## src/rtl/hs_pkg.sv

```systemverilog
// rtl/hs_pkg.sv - shared defaults and helpers for the handshake master/slave pair
package hs_pkg;

    localparam int HS_WIDTH   = 8;
    localparam int HS_DEPTH   = 4;
    localparam int XFER_CNT_W = 16;

    function automatic int clog2(input int value);
        int r;
        r = 0;
        while ((1 << r) < value) begin
            r = r + 1;
        end
        return r;
    endfunction

endpackage

```

## src/rtl/hs_sync_fifo.sv

```systemverilog
// rtl/hs_sync_fifo.sv - single-clock FIFO storage with pointers, count and full/empty
module hs_sync_fifo
    import hs_pkg::*;
#(
    parameter int WIDTH = HS_WIDTH,
    parameter int DEPTH = HS_DEPTH,
    localparam int AW   = clog2(DEPTH)
) (
    input  logic             clk,
    input  logic             rst,
    input  logic             push,
    input  logic [WIDTH-1:0] push_data,
    input  logic             pop,
    output logic [WIDTH-1:0] rdata,
    output logic [AW:0]      count,
    output logic             full,
    output logic             empty
);

    logic [WIDTH-1:0] mem_q [DEPTH];
    logic [AW-1:0]    wr_ptr_q, wr_ptr_d;
    logic [AW-1:0]    rd_ptr_q, rd_ptr_d;
    logic [AW:0]      count_q, count_d;
    logic             do_push, do_pop;

    // Full/empty come from the registered count, so a push while full is refused even alongside a pop.
    assign full    = (count_q == (AW+1)'(DEPTH));
    assign empty   = (count_q == '0);
    assign do_push = push & ~full;
    assign do_pop  = pop & ~empty;
    assign rdata   = mem_q[rd_ptr_q];
    assign count   = count_q;

    always_comb begin
        wr_ptr_d = wr_ptr_q;
        rd_ptr_d = rd_ptr_q;
        count_d  = count_q;
        if (do_push) begin
            wr_ptr_d = wr_ptr_q + AW'(1);
        end
        if (do_pop) begin
            rd_ptr_d = rd_ptr_q + AW'(1);
        end
        case ({do_push, do_pop})
            2'b10:   count_d = count_q + (AW+1)'(1);
            2'b01:   count_d = count_q - (AW+1)'(1);
            default: count_d = count_q;
        endcase
    end

    always_ff @(posedge clk or posedge rst) begin
        if (rst) begin
            wr_ptr_q <= '0;
            rd_ptr_q <= '0;
            count_q  <= '0;
        end else begin
            wr_ptr_q <= wr_ptr_d;
            rd_ptr_q <= rd_ptr_d;
            count_q  <= count_d;
        end
    end

    always_ff @(posedge clk) begin
        if (do_push) begin
            mem_q[wr_ptr_q] <= push_data;
        end
    end

endmodule

```

## src/rtl/hs_master_fifo.sv

```systemverilog
// rtl/hs_master_fifo.sv - buffered valid/ready master feeding the handshake slave stage
module hs_master_fifo
    import hs_pkg::*;
#(
    parameter int WIDTH = HS_WIDTH,
    parameter int DEPTH = HS_DEPTH,
    localparam int AW   = clog2(DEPTH)
) (
    input  logic                  clk,
    input  logic                  rst,
    input  logic                  wr_en,
    input  logic [WIDTH-1:0]      wr_data,
    output logic                  full,
    output logic                  overflow,
    output logic                  m_valid,
    output logic [WIDTH-1:0]      m_data,
    input  logic                  m_ready,
    output logic [AW+1:0]         level,
    output logic [XFER_CNT_W-1:0] xfer_cnt
);

    logic [WIDTH-1:0]      fifo_rdata;
    logic [AW:0]           fifo_count;
    logic                  fifo_full, fifo_empty, fifo_pop, xfer;
    logic                  m_valid_q, m_valid_d;
    logic [WIDTH-1:0]      m_data_q, m_data_d;
    logic                  overflow_q, overflow_d;
    logic [XFER_CNT_W-1:0] xfer_cnt_q, xfer_cnt_d;

    hs_sync_fifo #(
        .WIDTH (WIDTH),
        .DEPTH (DEPTH)
    ) u_fifo (
        .clk       (clk),
        .rst       (rst),
        .push      (wr_en),
        .push_data (wr_data),
        .pop       (fifo_pop),
        .rdata     (fifo_rdata),
        .count     (fifo_count),
        .full      (fifo_full),
        .empty     (fifo_empty)
    );

    // Refill the output register whenever it is empty or being consumed this edge.
    assign xfer     = m_valid_q & m_ready;
    assign fifo_pop = ~fifo_empty & (~m_valid_q | m_ready);

    always_comb begin
        m_valid_d  = m_valid_q;
        m_data_d   = m_data_q;
        overflow_d = overflow_q | (wr_en & fifo_full);
        xfer_cnt_d = xfer_cnt_q + XFER_CNT_W'(xfer);
        if (fifo_pop) begin
            m_valid_d = 1'b1;
            m_data_d  = fifo_rdata;
        end else if (xfer) begin
            m_valid_d = 1'b0;
        end
    end

    always_ff @(posedge clk or posedge rst) begin
        if (rst) begin
            m_valid_q  <= 1'b0;
            m_data_q   <= '0;
            overflow_q <= 1'b0;
            xfer_cnt_q <= '0;
        end else begin
            m_valid_q  <= m_valid_d;
            m_data_q   <= m_data_d;
            overflow_q <= overflow_d;
            xfer_cnt_q <= xfer_cnt_d;
        end
    end

    assign full     = fifo_full;
    assign overflow = overflow_q;
    assign m_valid  = m_valid_q;
    assign m_data   = m_data_q;
    assign xfer_cnt = xfer_cnt_q;
    assign level    = {1'b0, fifo_count} + {{(AW+1){1'b0}}, m_valid_q};

endmodule

```

## config.mk

```make
export PLATFORM = sky130hd
export DESIGN_NAME = hs_master_fifo
export DESIGN_NICKNAME = d
export VERILOG_FILES = /design/src/rtl/hs_pkg.sv /design/src/rtl/hs_sync_fifo.sv /design/src/rtl/hs_master_fifo.sv
export SDC_FILE = /design/constraint.sdc
export NUM_CORES = 1
export LEC_CHECK = 0
export BUFFER_PORTS_ARGS = -buffer_cell sky130_fd_sc_hd__buf_2
export CORE_MARGIN = 4
export CORE_UTILIZATION = 55
export DETAILED_ROUTE_END_ITERATION = 10
export HOLD_SLACK_MARGIN = 0.12
export PLACE_DENSITY = 0.83
export SYNTH_ARGS = -nofsm -noshare
export SYNTH_HDL_FRONTEND = slang
export SYNTH_HIERARCHICAL = 1
export SYNTH_SLANG_ARGS = --single-unit
```

## constraint.sdc

```tcl
create_clock -name clk -period 6.1 [get_ports clk]
set_clock_uncertainty 0.05 [all_clocks]
set_input_delay 0.305 -clock clk [delete_from_list [all_inputs] [get_ports clk]]
set_output_delay 0.305 -clock clk [all_outputs]
set_load 0.1 [all_outputs]
```

* After elaboration in Yosys (flattened, before gate mapping) *
Memory sizes are Yosys's and may differ from the RTL's. A register that Yosys moved wholly into a read port is not among the register bits.
Cells that the tools add are included.

word-level totals
  memory bits (writable) = 32
  memories = 1
  register bits = 25
  output and inout bits = 31
  input port bits = 12
  word-level logic and storage cells = 34

memory list
  name          words  width  rd ports  clocked after Yosys merged registers in  write ports  RTL line            source
  u_fifo.mem_q  4      8      1         1                                        1            hs_sync_fifo.sv:20  logic [WIDTH-1:0] mem_q [DEPTH];

cells by class
  equal/unequal tests = 3
  multiplexer cells = 5
  bitwise operators = 10
  $add $sub $neg = 6
  reductions and logical operators = 3

operators by type and width
  cell                                                  count
  adder 16 x 1 -> 16 bit                                1
  one-hot mux 3 bit (2 select lines)                    1
  bitwise AND 1 bit                                     5
  adder 2 x 1 -> 2 bit (second input constant)          2
  adder 3 x 1 -> 4 bit                                  1
  two-way mux 1 bit                                     4
  nonzero test 2 bit                                    2
  adder 3 x 1 -> 3 bit (second input constant)          1
  equality test 3 bit (second input constant)           1
  zero test 3 bit                                       1
  NOT 1 bit                                             3
  subtractor 3 x 1 -> 3 bit (second input constant)     1
  equality test 2 x 1 -> 1 bit (second input constant)  1
  equality test 2 bit (second input constant)           1
  bitwise OR 1 bit                                      2

* Longest topological paths before layout *
  depth in word-level cells = 6
  mapped depth = 9

* Hierarchy *
Netlist, hierarchy kept.

by module, submodules not included
  module          cells each  area each (um^2)  instances  sequential area each (um^2)
  hs_sync_fifo    80          1596.5            1          1136.1
  hs_master_fifo  88          1147.4            1          650.6

* Worst setup path before layout *
OpenSTA, ideal clock, no wires.

  path type = reg2out
  start = register m_valid_q (netlist: m_valid)
  end = output level[2]
  arrival = 2.824 ns
  path buffers = 0
  path slack = 2.921 ns
  cell stages (with the launch flop) = 4
  cells stage by stage = dfrtp_1 > ha_1 > ha_1 > xor2_1

on the way
  word-level cells in the longest chain between the ends = 1

ends and longest elaborated chain
  what                    RTL line              source
  from (decl)             hs_master_fifo.sv:25  logic m_valid_q, m_valid_d;
  from (signal assigned)  hs_master_fifo.sv:69  m_valid_q <= m_valid_d;
  adder 3 x 1 -> 4 bit    hs_master_fifo.sv:81  assign level = {1'b0, fifo_count} + {{(AW+1){1'b0}}, m_valid_q};
  to (decl)               hs_master_fifo.sv:18  output logic [AW+1:0] level,

No other way between the ends.

* Worst setup path in the final report *
  start = register u_fifo.count_q[0] (netlist: u_fifo/count[0])
  end = register u_fifo.count_q[2] (netlist: u_fifo/count[2])

on the way
  word-level cells in the longest chain between the ends = 6
  elaborated cells on any way between the ends = 13
  classes of those cells = add/sub: 2; eq/ne: 3; mux: 1; bitwise: 5; reduce/logical: 2

ends and longest elaborated chain
  what                                                                             RTL line              source
  from (decl)                                                                      hs_sync_fifo.sv:23    logic [AW:0] count_q, count_d;
  from (signal assigned)                                                           hs_sync_fifo.sv:59    count_q <= count_d;
  zero test 3 bit (*)                                                              hs_sync_fifo.sv:28    assign empty = (count_q == '0);
  net fifo_empty                                                                   hs_master_fifo.sv:24  logic fifo_full, fifo_empty, fifo_pop, xfer;
  NOT 1 bit (*)                                                                    hs_master_fifo.sv:47  assign fifo_pop = ~fifo_empty & (~m_valid_q | m_ready);
  bitwise AND 1 bit (*)                                                            hs_master_fifo.sv:47
  net fifo_pop                                                                     hs_master_fifo.sv:24
  bitwise AND 1 bit (*)                                                            hs_sync_fifo.sv:30    assign do_pop = pop & ~empty;
  net u_fifo.do_pop                                                                hs_sync_fifo.sv:24    logic do_push, do_pop;
  equality test 2 x 1 -> 1 bit / equality test 2 bit (equally long branches)       hs_sync_fifo.sv:44    case ({do_push, do_pop})
  one-hot mux 3 bit (2 select lines) / nonzero test 2 bit (equally long branches)  n/a

The timed path passes the listed nets; every way through them passes the cells marked *.
A chain may end at the register's enable or synchronous reset.

==> impl_metrics.tcl <==
set metrics [dict create \
    status "complete, no violations" \
    port_buffers 42 \
    worst_path_largest_cell_delay_ns 0.50 \
    rows 25 \
    cts_buffers 9 \
    fin_ws_ns 3.510 \
    finalWirelength_mm 4.957 \
    period_minus_slack_ns 2.590 \
    path_buf_inv 1 \
    clock_latency_ns 0.34 \
    grt_max_degree 27 \
    hp-class "input port to register" \
    drt-pass1-iter-count 4 \
    cpMostUsedCell "xor2_1" \
    cts_tree "built" \
    antenna_found_initial 0 \
    finalSetupTns_ns 0 \
    maxSlewHeadroom 0.3251 \
    yosys_warnings 6 \
    drive_gt1_frac 0.3911 \
    hold_path_depth 1 \
    synthTopCellsByArea "edfxtp_1 (35%), dfrtp_1 (30%), mux4_2 (6.6%)" \
    ant_nets 0 \
    die_y_um 78.63 \
    fmaxAchievable_ghz 0.3861 \
    rsz0062_at_grt "false" \
    holdCritStartpoint "wr_data[6]" \
    cap_violations 0 \
    syn-cell-area_um2 2744 \
    track_usage 0.1845 \
    synth_top_area_cell "edfxtp_1" \
    utilization 0.6905 \
    via_per_inst 5.223 \
    clkSinkCount 65 \
    area_growth_pct 20.43 \
    worstSetupEndpointType "register" \
    coreArea_um2 4786 \
    grt_pass1_wl_mm 8.286 \
    clk_pin_slew_ns 0.07 \
    htree_levels 3 \
    avgRoutedWirePerCell_um 16.98 \
    drt_first_iter_violations 79 \
    reg2reg_to "u_fifo/count[2]$_DFFE_PP0P_" \
    setup_viol 0 \
    synth-seq-cells 65 \
    syn_avg_cell_area_um2 16.33 \
    finalCritPeriodShare 0.4246 \
    syn-instance-count 168 \
    fin_nets 243 \
    preCtsSetupSlack_ns 3.554 \
    critPathMaxFanout 9 \
    placed_cells 275 \
    synth.area.mux_share 0.1076 \
    reg2reg_from "u_fifo/count[0]$_DFFE_PP0P_" \
    stdcell_count 292 \
    maxSlewViolCount 0 \
    yosys.area.top_type_share 0.3502 \
    synth_top_family_by_area "multiplexers" \
    routabilityCongestion 0.7444 \
    root_buffer "clkbuf_8" \
    grt_pass1_vias 1589 \
    hold_viol 0 \
    synthAdderAreaFrac 0.05290 \
    diodes 0 \
    worstHoldEndpoint "u_fifo/mem_q[0][6]$_DFFE_PP_" \
    dr_total_vias 1525 \
    overflow 0 \
    cp-start-kind "register" \
    die_w_um 78.63 \
    start_util 0.5733 \
    synth_nets 191 \
    synth_xor_area_frac 0.06703 \
    synth_cell_type_count 30 \
    synth-seq-area-share 0.6512 \
    slowest_stage "dfrtp_1" \
    cts_buffer_depth 2 \
    required_ns 6.31 \
    hpwl_mm 3.304 \
    tightest_slew_ns 1.011 \
    cp.arrival_ns 2.80 \
    rrSetupSlack_ns 3.51 \
    synthSimpleGateAreaFrac 0.09029 \
    synth-compound-area-share 0.01140 \
    cp_cell_sequence "nor3_1, a21oi_2, o31a_2, ha_1, inv_1, fa_1, xor2_1, nor2_1, xor2_1" \
    die_area_um2 6183 \
    drc_errors 0 \
    io_pins 43 \
    cp_top_family "compound AO/OA/AOI/OAI gates" \
    r2r_cells 9 \
    crit_type "register to register" \
]
==> cell type report <==
type,count,area (um^2)
Clock inverter,7,141.4
Inverter,12,45.04
Fill cell,328,1481
Tap cell,67,83.83
Timing Repair Buffer,43,220.2
Clock buffer,9,123.9
Sequential cell,65,1787
Multi-Input combinational cell,89,903.4
==> layout by cell type, fill, tap and decap left out, types with 4 or more instances in the layout <==
master     synthesis  layout
xor2_1            12      12
ha_1              10      10
dfrtp_1           33      33
inv_1             12      12
bufinv_16          0       4
clkbuf_8           0       9
nor3_1             5       5
nand4_1            7       7
and2_2             4       4
mux2_2             8       8
buf_2              1      42
mux4_2             8       8
edfxtp_1          32      32
nor2_1             4       4
xnor2_1            9       9
==> flip-flops by register name, indices dropped and copies added (netlist names) <==
name and flops:
u_fifo/count 3, overflow 1, m_valid 1, u_fifo/wr_ptr_q 2, u_fifo/mem_q 32, m_data 8
u_fifo/rd_ptr_q 2, xfer_cnt 16
==> worst max-delay path by stage <==
stage,from,endpoint,depth (start not counted)
after floorplan,m_valid$_DFFE_PP0P_,level[2],3
after global placement,u_fifo/count[0]$_DFFE_PP0P_,u_fifo/count[2]$_DFFE_PP0P_,9
after detailed placement,u_fifo/count[0]$_DFFE_PP0P_,u_fifo/count[2]$_DFFE_PP0P_,9
after CTS,u_fifo/count[0]$_DFFE_PP0P_,u_fifo/count[2]$_DFFE_PP0P_,9
after global routing,u_fifo/count[0]$_DFFE_PP0P_,u_fifo/count[2]$_DFFE_PP0P_,9
final,u_fifo/count[0]$_DFFE_PP0P_,u_fifo/count[2]$_DFFE_PP0P_,9
==> what timing repair did <==
| action | in CTS | in global routing |
|---|---|---|
| resized for setup | 0 | 0 |
| hold endpoints to repair | 7 | 0 |
| hold buffers | 1 | 0 |
| setup buffers | 0 | 0 |
==> kinds of logic (layout without fill, tap and decap cells) <==
family / after synthesis / count (layout)
DFF: 65 / 65
and+or+nand+nor: 35 / 35
xor gates and xnor gates: 21 / 21
muxes: 18 / 18
buffers and inverters: 14 / 71
adders and majority gates: 11 / 11
AOI/OAI and AO/OA: 4 / 4
==> cell usage after synthesis, drive strengths merged <==
| cell type | instances |
|---|---|
| xnor2 | 9 |
| o31a | 1 |
| edfxtp | 32 |
| nor4 | 3 |
| dfrtp | 33 |
| nor3b | 1 |
| a21o | 1 |
| a21oi | 1 |
| buf | 1 |
| nor2 | 4 |
| ha | 10 |
| mux2i | 1 |
| nor2b | 1 |
| and3 | 1 |
| mux2 | 9 |
| nand2 | 3 |
| inv | 12 |
| nand4 | 8 |
| xor2 | 12 |
| and2 | 4 |
| mux4 | 8 |
| clkbuf | 1 |
| fa | 1 |
| o21ai | 1 |
| nor3 | 5 |
| and4 | 1 |
| nand3 | 4 |
==> worst register-to-register path, cell delays in order (launching register included) <==
cell,delay [ns]
dfrtp_1,0.50
nor3_1,0.13
a21oi_2,0.47
o31a_2,0.30
ha_1,0.18
inv_1,0.06
fa_1,0.39
xor2_1,0.16
nor2_1,0.12
xor2_1,0.15
==> metrics by stage <==
stage	area (um^2)	hold WS, ns
detailed placement	3029	0.2163
global placement	3029	0.2090
finish	3304	0.1338
CTS	3304	0.1213
global route	3304	0.1240
floorplan	2744	0.05840
==> per-layer routing <==
layer	global-route usage	part of all wire
met5	0	0
met4	0.07168	0.019
met3	0.06766	0.048
met2	0.2640	0.47
met1	0.2581	0.46
Power is not shown: default switching activity piles up to over one toggle a cycle in this logic, so the estimate is an artifact.
